<file path="src/rtl/lii_out_arbiter.sv">
// Round-robin arbiter sharing one LII output channel between N kernel streams, with per-beat src/dst stamping.
// Latency: one arbitration cycle per grant, then one cycle from requester handshake to the beat on m_*.
// Backpressure: only the current grantee sees ready, and only when the output register is empty or draining.
//
// Ports:
//   aclk, arst            clock; synchronous active-high reset
//   s_tdata/s_tvalid/s_dst requester streams, stream i at [i*PW +: PW] / bit i / [i*8 +: 8]
//   s_tready              one-hot (or zero) ready back to the grantee
//   m_tdata/m_tvalid/m_tready  registered phy output channel
//   m_src, m_dst          constant source id and destination id of the beat on m_tdata
//   grant_idx, busy       current or most recent grantee; high while a grant is held
module lii_out_arbiter #(
    parameter int          N      = 4,
    parameter int          PW     = 128,
    parameter int          BURST  = 16,
    parameter logic [7:0]  SRC_ID = 8'h00,
    parameter int          GW     = $clog2(N)
) (
    input  logic              aclk,
    input  logic              arst,
    input  logic [N*PW-1:0]   s_tdata,
    input  logic [N-1:0]      s_tvalid,
    output logic [N-1:0]      s_tready,
    input  logic [N*8-1:0]    s_dst,
    output logic [PW-1:0]     m_tdata,
    output logic              m_tvalid,
    input  logic              m_tready,
    output logic [7:0]        m_src,
    output logic [7:0]        m_dst,
    output logic [GW-1:0]     grant_idx,
    output logic              busy
);

    localparam int CW = $clog2(BURST + 1);

    typedef enum logic {
        IDLE  = 1'b0,
        GRANT = 1'b1
    } state_t;

    state_t          state;
    state_t          state_nxt;

    logic [GW-1:0]   last_grant;
    logic [CW-1:0]   beat_cnt;

    // Arbitration scan results
    logic [GW-1:0]   cand;
    logic [GW-1:0]   arb_idx;
    logic            arb_found;

    // Grantee stream selected onto internal buses
    logic [PW-1:0]   sel_tdata;
    logic [7:0]      sel_dst;
    logic            sel_vld;

    logic            out_free;
    logic            xfer;
    logic            burst_end;

    // Output register can take a new beat when empty or when its beat leaves this cycle.
    assign out_free  = !m_tvalid || m_tready;
    assign xfer      = (state == GRANT) && sel_vld && out_free;
    assign burst_end = xfer && (beat_cnt == CW'(BURST - 1));

    assign busy  = (state == GRANT);
    assign m_src = SRC_ID;

    // Round-robin scan: first valid requester after last_grant, wrapping modulo N
    // (works for non-power-of-two N since the modulo is on the integer sum).
    always_comb begin
        cand      = '0;
        arb_idx   = '0;
        arb_found = 1'b0;
        for (int k = 1; k <= N; k++) begin
            cand = GW'((int'(last_grant) + k) % N);
            if (!arb_found && s_tvalid[cand]) begin
                arb_found = 1'b1;
                arb_idx   = cand;
            end
        end
    end

    // Grantee mux
    always_comb begin
        sel_vld   = 1'b0;
        sel_tdata = '0;
        sel_dst   = '0;
        for (int i = 0; i < N; i++) begin
            if (grant_idx == GW'(i)) begin
                sel_vld   = s_tvalid[i];
                sel_tdata = s_tdata[i*PW +: PW];
                sel_dst   = s_dst[i*8 +: 8];
            end
        end
    end

    // Next-state and ready generation
    always_comb begin
        state_nxt = state;
        s_tready  = '0;
        case (state)
            IDLE: begin
                if (arb_found) begin
                    state_nxt = GRANT;
                end
            end
            GRANT: begin
                s_tready[grant_idx] = out_free;
                // A dropped valid releases immediately (bubble release); a stall with
                // valid held keeps the grant and does not advance beat_cnt.
                if (!sel_vld || burst_end) begin
                    state_nxt = IDLE;
                end
            end
            default: state_nxt = IDLE;
        endcase
    end

    always_ff @(posedge aclk) begin
        if (arst) begin
            state      <= IDLE;
            last_grant <= GW'(N - 1);
            grant_idx  <= '0;
            beat_cnt   <= '0;
            m_tvalid   <= 1'b0;
            m_tdata    <= '0;
            m_dst      <= '0;
        end else begin
            state <= state_nxt;

            if ((state == IDLE) && arb_found) begin
                grant_idx <= arb_idx;
                beat_cnt  <= '0;
            end else if (xfer) begin
                beat_cnt <= beat_cnt + 1'b1;
            end

            if ((state == GRANT) && (state_nxt == IDLE)) begin
                last_grant <= grant_idx;
            end

            if (xfer) begin
                m_tvalid <= 1'b1;
                m_tdata  <= sel_tdata;
                m_dst    <= sel_dst;
            end else if (m_tready) begin
                m_tvalid <= 1'b0;
            end
        end
    end

endmodule
</file>
<file path="config.mk">
export PLATFORM = sky130hd
export DESIGN_NAME = lii_out_arbiter
export DESIGN_NICKNAME = d
export VERILOG_FILES = /design/src/rtl/lii_out_arbiter.sv
export SDC_FILE = /design/constraint.sdc
export NUM_CORES = 1
export LEC_CHECK = 0
export BUFFER_PORTS_ARGS = -buffer_cell sky130_fd_sc_hd__clkbuf_2
export CAP_MARGIN = 20
export CELL_PAD_IN_SITES_DETAIL_PLACEMENT = 0
export CELL_PAD_IN_SITES_GLOBAL_PLACEMENT = 1
export CORE_AREA = 4 4 268 270
export CTS_CLUSTER_SIZE = 20
export DETAILED_ROUTE_END_ITERATION = 12
export DIE_AREA = 0 0 272 274
export GPL_ROUTABILITY_DRIVEN = 0
export GPL_TIMING_DRIVEN = 1
export PLACE_DENSITY = 0.42
export SYNTH_ARGS = -nofsm -noshare
export SYNTH_HDL_FRONTEND = slang
export SYNTH_SLANG_ARGS = --single-unit
</file>
<file path="constraint.sdc">
create_clock -name aclk -period 2.3 [get_ports aclk]
set_input_delay 0 -clock aclk [delete_from_list [all_inputs] [get_ports aclk]]
set_output_delay 0 -clock aclk [all_outputs]
set_load 0.05 [all_outputs]
</file>
==> results of run 1 <==
-- layout by cell type, fill, tap and decap left out, types with 2 or more instances in the layout --
master / count
clkinvlp_4: 2
nand2_1: 280
inv_6: 2
a21oi_1: 142
nand4_1: 3
bufinv_16: 2
a211o_1: 2
nor2_1: 11
conb_1: 8
clkbuf_8: 2
a221oi_1: 2
clkbuf_16: 18
nor3_1: 2
clkinv_2: 2
dfxtp_1: 145
buf_4: 14
ha_1: 2
dlygate4sd3_1: 295
xor2_1: 2
clkinv_4: 3
mux4_2: 137
buf_16: 3
inv_1: 7
buf_12: 10
and3_1: 3
clkbuf_2: 692
dfxtp_4: 2
-- power groups by stage --
stage	logic, mW	clock network, mW	registers (mW)
2_1_floorplan	1.52	0	3.62
3_3_place_gp	3.41	0	2.94
3_5_place_dp	3.41	0	2.94
4_1_cts	3.97	3.09	2.89
5_1_grt	4.24	3.16	2.92
6_report	3.94	2.91	2.89
-- how the worst min path moves through the flow --
stage / start / endpoint
4_1_cts: s_tdata[18] / m_tdata[18]
5_1_grt: s_tdata[107] / m_tdata[107]
3_5_place_dp: m_tdata[48] / m_tdata[48]
6_report: s_tdata[107] / m_tdata[107]
2_1_floorplan: s_tvalid[2] / grant_idx[0]
3_3_place_gp: m_tdata[72] / m_tdata[72]
-- metrics by stage --
| step | setup slack, ns | instances |
|---|---|---|
| floorplan | 0.0902 | 855 |
| global placement | 0.245 | 2426 |
| detailed placement | 0.176 | 2426 |
| CTS | 0.00145 | 2752 |
| global route | -0.0230 | 2757 |
| finish | 0.101 | 2757 |
-- state kept, by name, summed over array words and instances, names as in the netlist --
register / cells
m_tdata: 128
m_tvalid: 1
grant_idx: 2
last_grant: 2
beat_cnt: 5
m_dst: 8
busy: 1
-- layout make-up --
| cell class | instances | area (sq um) |
|---|---|---|
| inverter | 7 | 26.3 |
| fill | 7485 | 52700 |
| multi-input combinational | 613 | 5210 |
| clock inverter | 11 | 129 |
| sequential | 147 | 2950 |
| timing repair buffer | 1018 | 6860 |
| clock buffer | 20 | 457 |
| tap | 940 | 1180 |
| antenna | 1 | 2.50 |
-- what timing repair did --
item                                    in CTS  in global routing
pin swaps                                    0                  1
endpoints found under the setup margin       2                 37
hold buffers                               295                  0
resized for setup                            1                  6
setup buffers                                0                  2
endpoints found under the hold margin      116                  0
gates cloned                                 0                  2
-- worst min-delay path: stages --
cell and delay [ns]:
clkbuf_2 0.08, mux4_2 0.23, nand2_1 0.05, a21oi_1 0.11
-- per-layer routing --
layer | up-vias | wire length (um) | track usage
met2 | 453 | 24300 | 0.215
met5 | - | 0 | 0
met4 | 0 | 1110 | 0.0397
met3 | 48 | 3450 | 0.0379
met1 | 5077 | 18500 | 0.132
li1 | 4993 | - | -
-- cell families after synthesis --
family / after synthesis / synth area share
muxes: 137 / 0.358
AOI/OAI and AO/OA: 156 / 0.0963
and+or+nand+nor: 306 / 0.137
xor gates and xnor gates: 3 / 0.00305
DFF: 147 / 0.341
adders and majority gates: 2 / 0.00290
other: 1 / 0.000435
buffers and inverters: 96 / 0.0614
==> summary.md, run 1 <==
| Metric | Value |
|---|---|
| TritonCTS Sinks | 147 |
| TritonCTS clock tree | built |
| Vias | 10.6k |
| Largest net degree at the start of global routing | 143 |
| Worst EP required | 2.65 ns |
| Post-synthesis sequential area ratio | 0.341 |
| Slowest-stage cell, CP | dlygate4sd3_1 |
| Delay of the slowest critical-path stage | 0.58 ns |
| Critical path's top delay family | buffers and inverters |
| Total CTS buffers | 17 |
| RR Endpoint | m_tdata[56] |
| Mapped Cells | 848 |
| Htree depth | 4 |
| Fin crit period | 2.20 ns |
| Setup_tns | 0 ns |
| Clk pwr share | 0.299 |
| Leakage | 7.23 nW |
| Synth unique cells | 34 |
| CP Class | reg -> reg |
| WP data arrival | 2.55 ns |
| WHS Path Cells | 4 |
| Max Clk Rate | 455 MHz |
| Crit path capture | m_tdata[56] |
| Yosys top cell area share | 0.358 |
| Unrepaired setup endpoints after global routing | true |
| Final Max Slew Viols | 0 |
| Nets | 2,357 |
| CORE AREA | 69,500 sq um |
| Sequential Power Share | 0.296 |
| Clock skew | 0.0296 ns |
| Commonest cells in the netlist | nand2_1, dfxtp_1, a21oi_1, mux4_2, clkbuf_1 |
| Status | complete, no violations |
| Ys flop type | dfxtp_1 |
| FFs w/ async S/R, synth | 0 |
| HP Class | in -> reg |
| DRC | 0 |
| Pwr Density | 579 nW/um^2 |
| DR WL/cell | 17.2 um |
| Hold Fails Final Rpt | 0 |
| Global-route wire length before repair | 67,600 um |
| GR Overflow Total | 0 |
| Worst Tran Pin Value | 0.641 ns |
| Initial antenna violation count | 1 |
| Setup crit end kind | register |
| Int Pwr | 6.27 mW |
| I/O Pins | 703 |
| DRT Pass-1 Iters | 4 |
| Period utilisation layout | 0.956 |
| Root buffer cell | clkbuf_16 |
| Max clock buf depth | 2 |
| Worst-path clk slew | 0.07 ns |
| Final instance area | 16,800 sq um |
| Critical Path Source | grant_idx[0] |
| Vias in the first global route | 11.4k |
| Fin util | 0.242 |
| Combinational power share | 0.405 |
| Initial Util | 0.124 |
| Synth top area cells | mux4_2, dfxtp_1, nand2_1, a21oi_1, buf_2 |
| Hold Slack | 0.0263 ns |
| Dpl hpwl | 36,000 um |
| Fraction of layout cells with a size suffix above 1 | 0.494 |
| Initial DRC count | 439 |
| Max IR drop VDD | 415 uV |
| CP Depth | 6 |
| Rel. slew slack | 0.573 |
| Port-buffer cells | 694 |
| Via-to-Cell Ratio | 3.83 |
| Die Y | 274 um |
| Seq cells post-synth | 147 |
| CP Cell Sequence | buf_16, buf_8, mux4_2, dlygate4sd3_1, nand2_1, a21oi_1 |
| Sw Share | 0.356 |
| Netlist Area Pre-Place | 8620 sq um |
| Crit start category | register |
| Reg2reg setup slack | 0.10 ns |
| Design Power | 9.74 mW |
| Reg2reg path depth | 6 |
| Die Area | 74,500 sq um |
| Routed Antenna Nets | 0 |
| EDFF count, synth | 0 |
| Rows | 97 |
| Overall routing resource usage | 0.119 |
| Leading area contributor after synthesis | mux4_2 |
| Most frequent cell after synthesis | nand2_1 |
| Final setup viols | 0 |
| Clk Latency, worst-skew pair | 0.48 ns |
| WL final | 47,400 um |
| Net Sw Power | 3.47 mW |
| Syn-to-layout area delta | 94.9% |
| Bufs and invs on worst path | 3 |
| YS warnings | 0 |
| Max_cap viols | 0 |
| Syn_area_per_cell | 10.2 sq um |
| Peak fanout along the critical path | 27 |
| Chip Width | 272 um |
| Reg2Reg Launch Point | grant_idx[0] |
| Placed cell area | 13,200 sq um |
No activity file was read; power rests on OpenSTA's default activity.
==> run 2: changes to the inputs <==
==> config.mk (replaced) <==
export PLATFORM = sky130hd
export DESIGN_NAME = lii_out_arbiter
export DESIGN_NICKNAME = d
export VERILOG_FILES = /design/src/rtl/lii_out_arbiter.sv
export SDC_FILE = /design/constraint.sdc
export NUM_CORES = 1
export LEC_CHECK = 0
export ABC_AREA = 1
export BUFFER_PORTS_ARGS = -buffer_cell sky130_fd_sc_hd__clkbuf_2
export CAP_MARGIN = 20
export CELL_PAD_IN_SITES_DETAIL_PLACEMENT = 0
export CELL_PAD_IN_SITES_GLOBAL_PLACEMENT = 1
export CORE_AREA = 4 4 270 272
export CTS_CLUSTER_SIZE = 20
export DETAILED_ROUTE_END_ITERATION = 12
export DIE_AREA = 0 0 274 276
export GPL_ROUTABILITY_DRIVEN = 0
export GPL_TIMING_DRIVEN = 1
export PLACE_DENSITY = 0.46
export RECOVER_POWER = 100
export SYNTH_ARGS = -nofsm -noshare
export SYNTH_HDL_FRONTEND = slang
export SYNTH_SLANG_ARGS = --single-unit
==> summary.md, run 2 <==
| Metric | Value |
|---|---|
| Worst EP required | 2.70 ns |
| Period utilisation layout | 0.942 |
| Crit start category | register |
| Die Y | 276 um |
| Slowest-stage cell, CP | dlygate4sd3_1 |
| Vias | 14.2k |
| Adder-cell share of the synthesized area | 0.00287 |
| Peak fanout along the critical path | 67 |
| Syn_area_per_cell | 5.92 sq um |
| Synth unique cells | 25 |
| I/O Pins | 703 |
| Max clock buf depth | 2 |
| Ys flop type | dfxtp_1 |
| Complex-gate fraction of the synthesized area | 0.127 |
| Grt peak-use layer | met2 |
| Post-CTS setup buffers | 0 |
| Synth top area cells | dfxtp_1, nand2_1, a21oi_1, nand3_1, nand4_1 |
| WL final | 58,600 um |
| Unrepaired setup endpoints after global routing | false |
| Netlist Area Pre-Place | 8730 sq um |
| Seq cells post-synth | 147 |
| GR Overflow Total | 0 |
| YS warnings | 0 |
| Worst-path clk slew | 0.07 ns |
| CP Cell Sequence | nand2_1, inv_1, buf_12, a21oi_1, dlygate4sd3_1, nand2_1, o21ai_0, nor2_1 |
| Grt met1 use | 0.166 |
| TritonCTS clock tree | built |
| DRC | 0 |
| Max IR drop VDD | 562 uV |
| Htree depth | 4 |
| Delay of the slowest critical-path stage | 0.57 ns |
| Routed Antenna Nets | 0 |
| Leakage | 8.22 nW |
| Initial Util | 0.123 |
| TritonCTS Sinks | 147 |
| Final Max Slew Viols | 0 |
| Vias in the first global route | 14.9k |
| Global-route wire length before repair | 86,900 um |
| HP Class | in -> reg |
| Worst Tran Pin Value | 0.887 ns |
| Critical path's top delay family | buffers and inverters |
| Commonest cells in the netlist | nand2_1, dfxtp_1, a21oi_1, nand3_1, nor2_1 |
| Int Pwr | 8.34 mW |
| Placed cell area | 13,300 sq um |
| Post-Layout Cell Count | 3,554 |
| Die Area | 75,600 sq um |
| Yosys top cell area share | 0.337 |
| Largest register FFs | 128 |
| Chip Width | 274 um |
| Final setup viols | 0 |
| Overall routing resource usage | 0.150 |
| Mapped Cells | 1,474 |
| Post-synthesis sequential area ratio | 0.337 |
| Dpl hpwl | 44,900 um |
| Via-to-Cell Ratio | 4.01 |
| Met3 usage | 0.0404 |
| # placed instances | 3,045 |
| Biggest register | m_tdata |
| Hold Fails Final Rpt | 0 |
| Largest family of logic cells by synthesized area | simple AND/OR/NAND/NOR gates |
| Top Registers | m_tdata: 128 flops, m_dst: 8 flops, beat_cnt: 5 flops |
| Grt met2 use | 0.259 |
| Leading area contributor after synthesis | dfxtp_1 |
| Final instance area | 18,400 sq um |
| Most frequent cell after synthesis | nand2_1 |
| Net Sw Power | 9.52 mW |
| WP data arrival | 2.56 ns |
| Max Clk Rate | 461 MHz |
| Fraction of layout cells with a size suffix above 1 | 0.240 |
| Most frequent CP cell | nand2_1 |
| Sequential Power Share | 0.213 |
| Bufs and invs on worst path | 3 |
| Initial DRC count | 642 |
| Syn-to-layout area delta | 111% |
| Total CTS buffers | 17 |
| Sw Share | 0.533 |
| Combinational power share | 0.618 |
| Mux share of post-synthesis cell area | 0 |
| Root buffer cell | clkbuf_16 |
| CP Class | reg -> reg |
| Setup_tns | 0 ns |
| Clk pwr share | 0.170 |
| Rel. slew slack | 0.411 |
| Fin crit period | 2.17 ns |
| Most frequent cells in the layout | nand2_1, clkbuf_2, dlygate4sd3_1 |
| DRT Pass-1 Iters | 6 |
| EDFF count, synth | 0 |
| Setup crit end kind | register |
| XOR/XNOR Fraction of Synth Area | 0.00100 |
| Largest net degree at the start of global routing | 81 |
| Commonest non-fill, non-tap cell in the layout | nand2_1 |
| Status | complete, no violations |
| Pwr Density | 971 nW/um^2 |
| Initial antenna violation count | 5 |
| Rows | 98 |
| Clk Latency, worst-skew pair | 0.47 ns |
| FFs w/ async S/R, synth | 0 |
| Nets | 3,141 |
| Max_cap viols | 0 |
| DR WL/cell | 16.5 um |
| CORE AREA | 70,800 sq um |
| Simple-Gate Fraction of Synth Area | 0.450 |
| Port-buffer cells | 694 |
| Clock skew | 0.00973 ns |
-- run 2: cell count changes in the layout (fill, tap and decap cells not counted), moves of 4 or more --
cell / before / now
buf_4: 14 / 18
clkbuf_1: 1 / 146
clkbuf_2: 692 / 550
dlygate4sd3_1: 295 / 474
inv_1: 7 / 16
mux4_2: 137 / 0
nand2_1: 280 / 731
nand3_1: 1 / 84
nand4_1: 3 / 66
nor2_1: 11 / 82
o21ai_0: 1 / 61
o21ai_1: 0 / 11
-- run 2: cell type report --
cell class                      instances  area [sq um]
Clock inverter                         14           178
Sequential cell                       147          2950
Clock buffer                           18           439
Timing Repair Buffer                 1203          8450
Multi-Input combinational cell       1200          5110
Antenna cell                            3          7.51
Inverter                               19          76.3
Tap cell                              950          1190
Fill cell                            7951         52400
-- run 2: path summary, 6_finish.rpt --
kind                                   start          end  slack [ns]  depth (start not counted)
worst max-delay path            grant_idx[0]  m_tdata[32]        0.13                          8
worst min-delay path                    arst     m_dst[7]        0.04                          2
worst max register to register  grant_idx[0]  m_tdata[32]        0.13                          8
worst min register to register      m_dst[6]     m_dst[6]        0.46                          2
-- run 2: cell families after synthesis --
family	count (synthesis)
other cells	1
flops	147
xor+xnor	1
compound gates	218
fa+ha+maj	2
simple gates	971
buf+inv	134
-- run 2: through the flow --
stage	hold slack (ns)	utilization	power, mW	worst slack, ns
after floorplan	0.180	-	11.0	0.306
after global placement	0.342	0.187	14.6	0.304
after detailed placement	0.344	0.187	14.5	0.265
after CTS	0.00000683	0.263	18.6	0.0224
after global routing	0.0324	0.260	19.3	0.0133
final	0.0353	0.260	17.9	0.132
-- run 2: power groups by stage --
stage / clock, mW / sequential, mW / combinational, mW
after global placement: 0 / 3.86 / 10.7
after detailed placement: 0 / 3.87 / 10.7
after CTS: 3.21 / 3.82 / 11.5
after global routing: 3.28 / 3.89 / 12.1
final: 3.03 / 3.79 / 11.0
after floorplan: 0 / 6.33 / 4.67
-- run 2: what timing repair did --
action | in CTS | in global routing
hold buffers | 474 | 0
hold endpoints to repair | 136 | 0
resized for setup | 0 | 2
endpoints found under the setup margin | 0 | 17
-- run 2: routing by layer --
metal  wire [um]  vias to the layer above
li1            -                     6999
met1       22900                     6513
met2       28700                      597
met3        4000                      132
met4        3090                        0
met5           0                        -
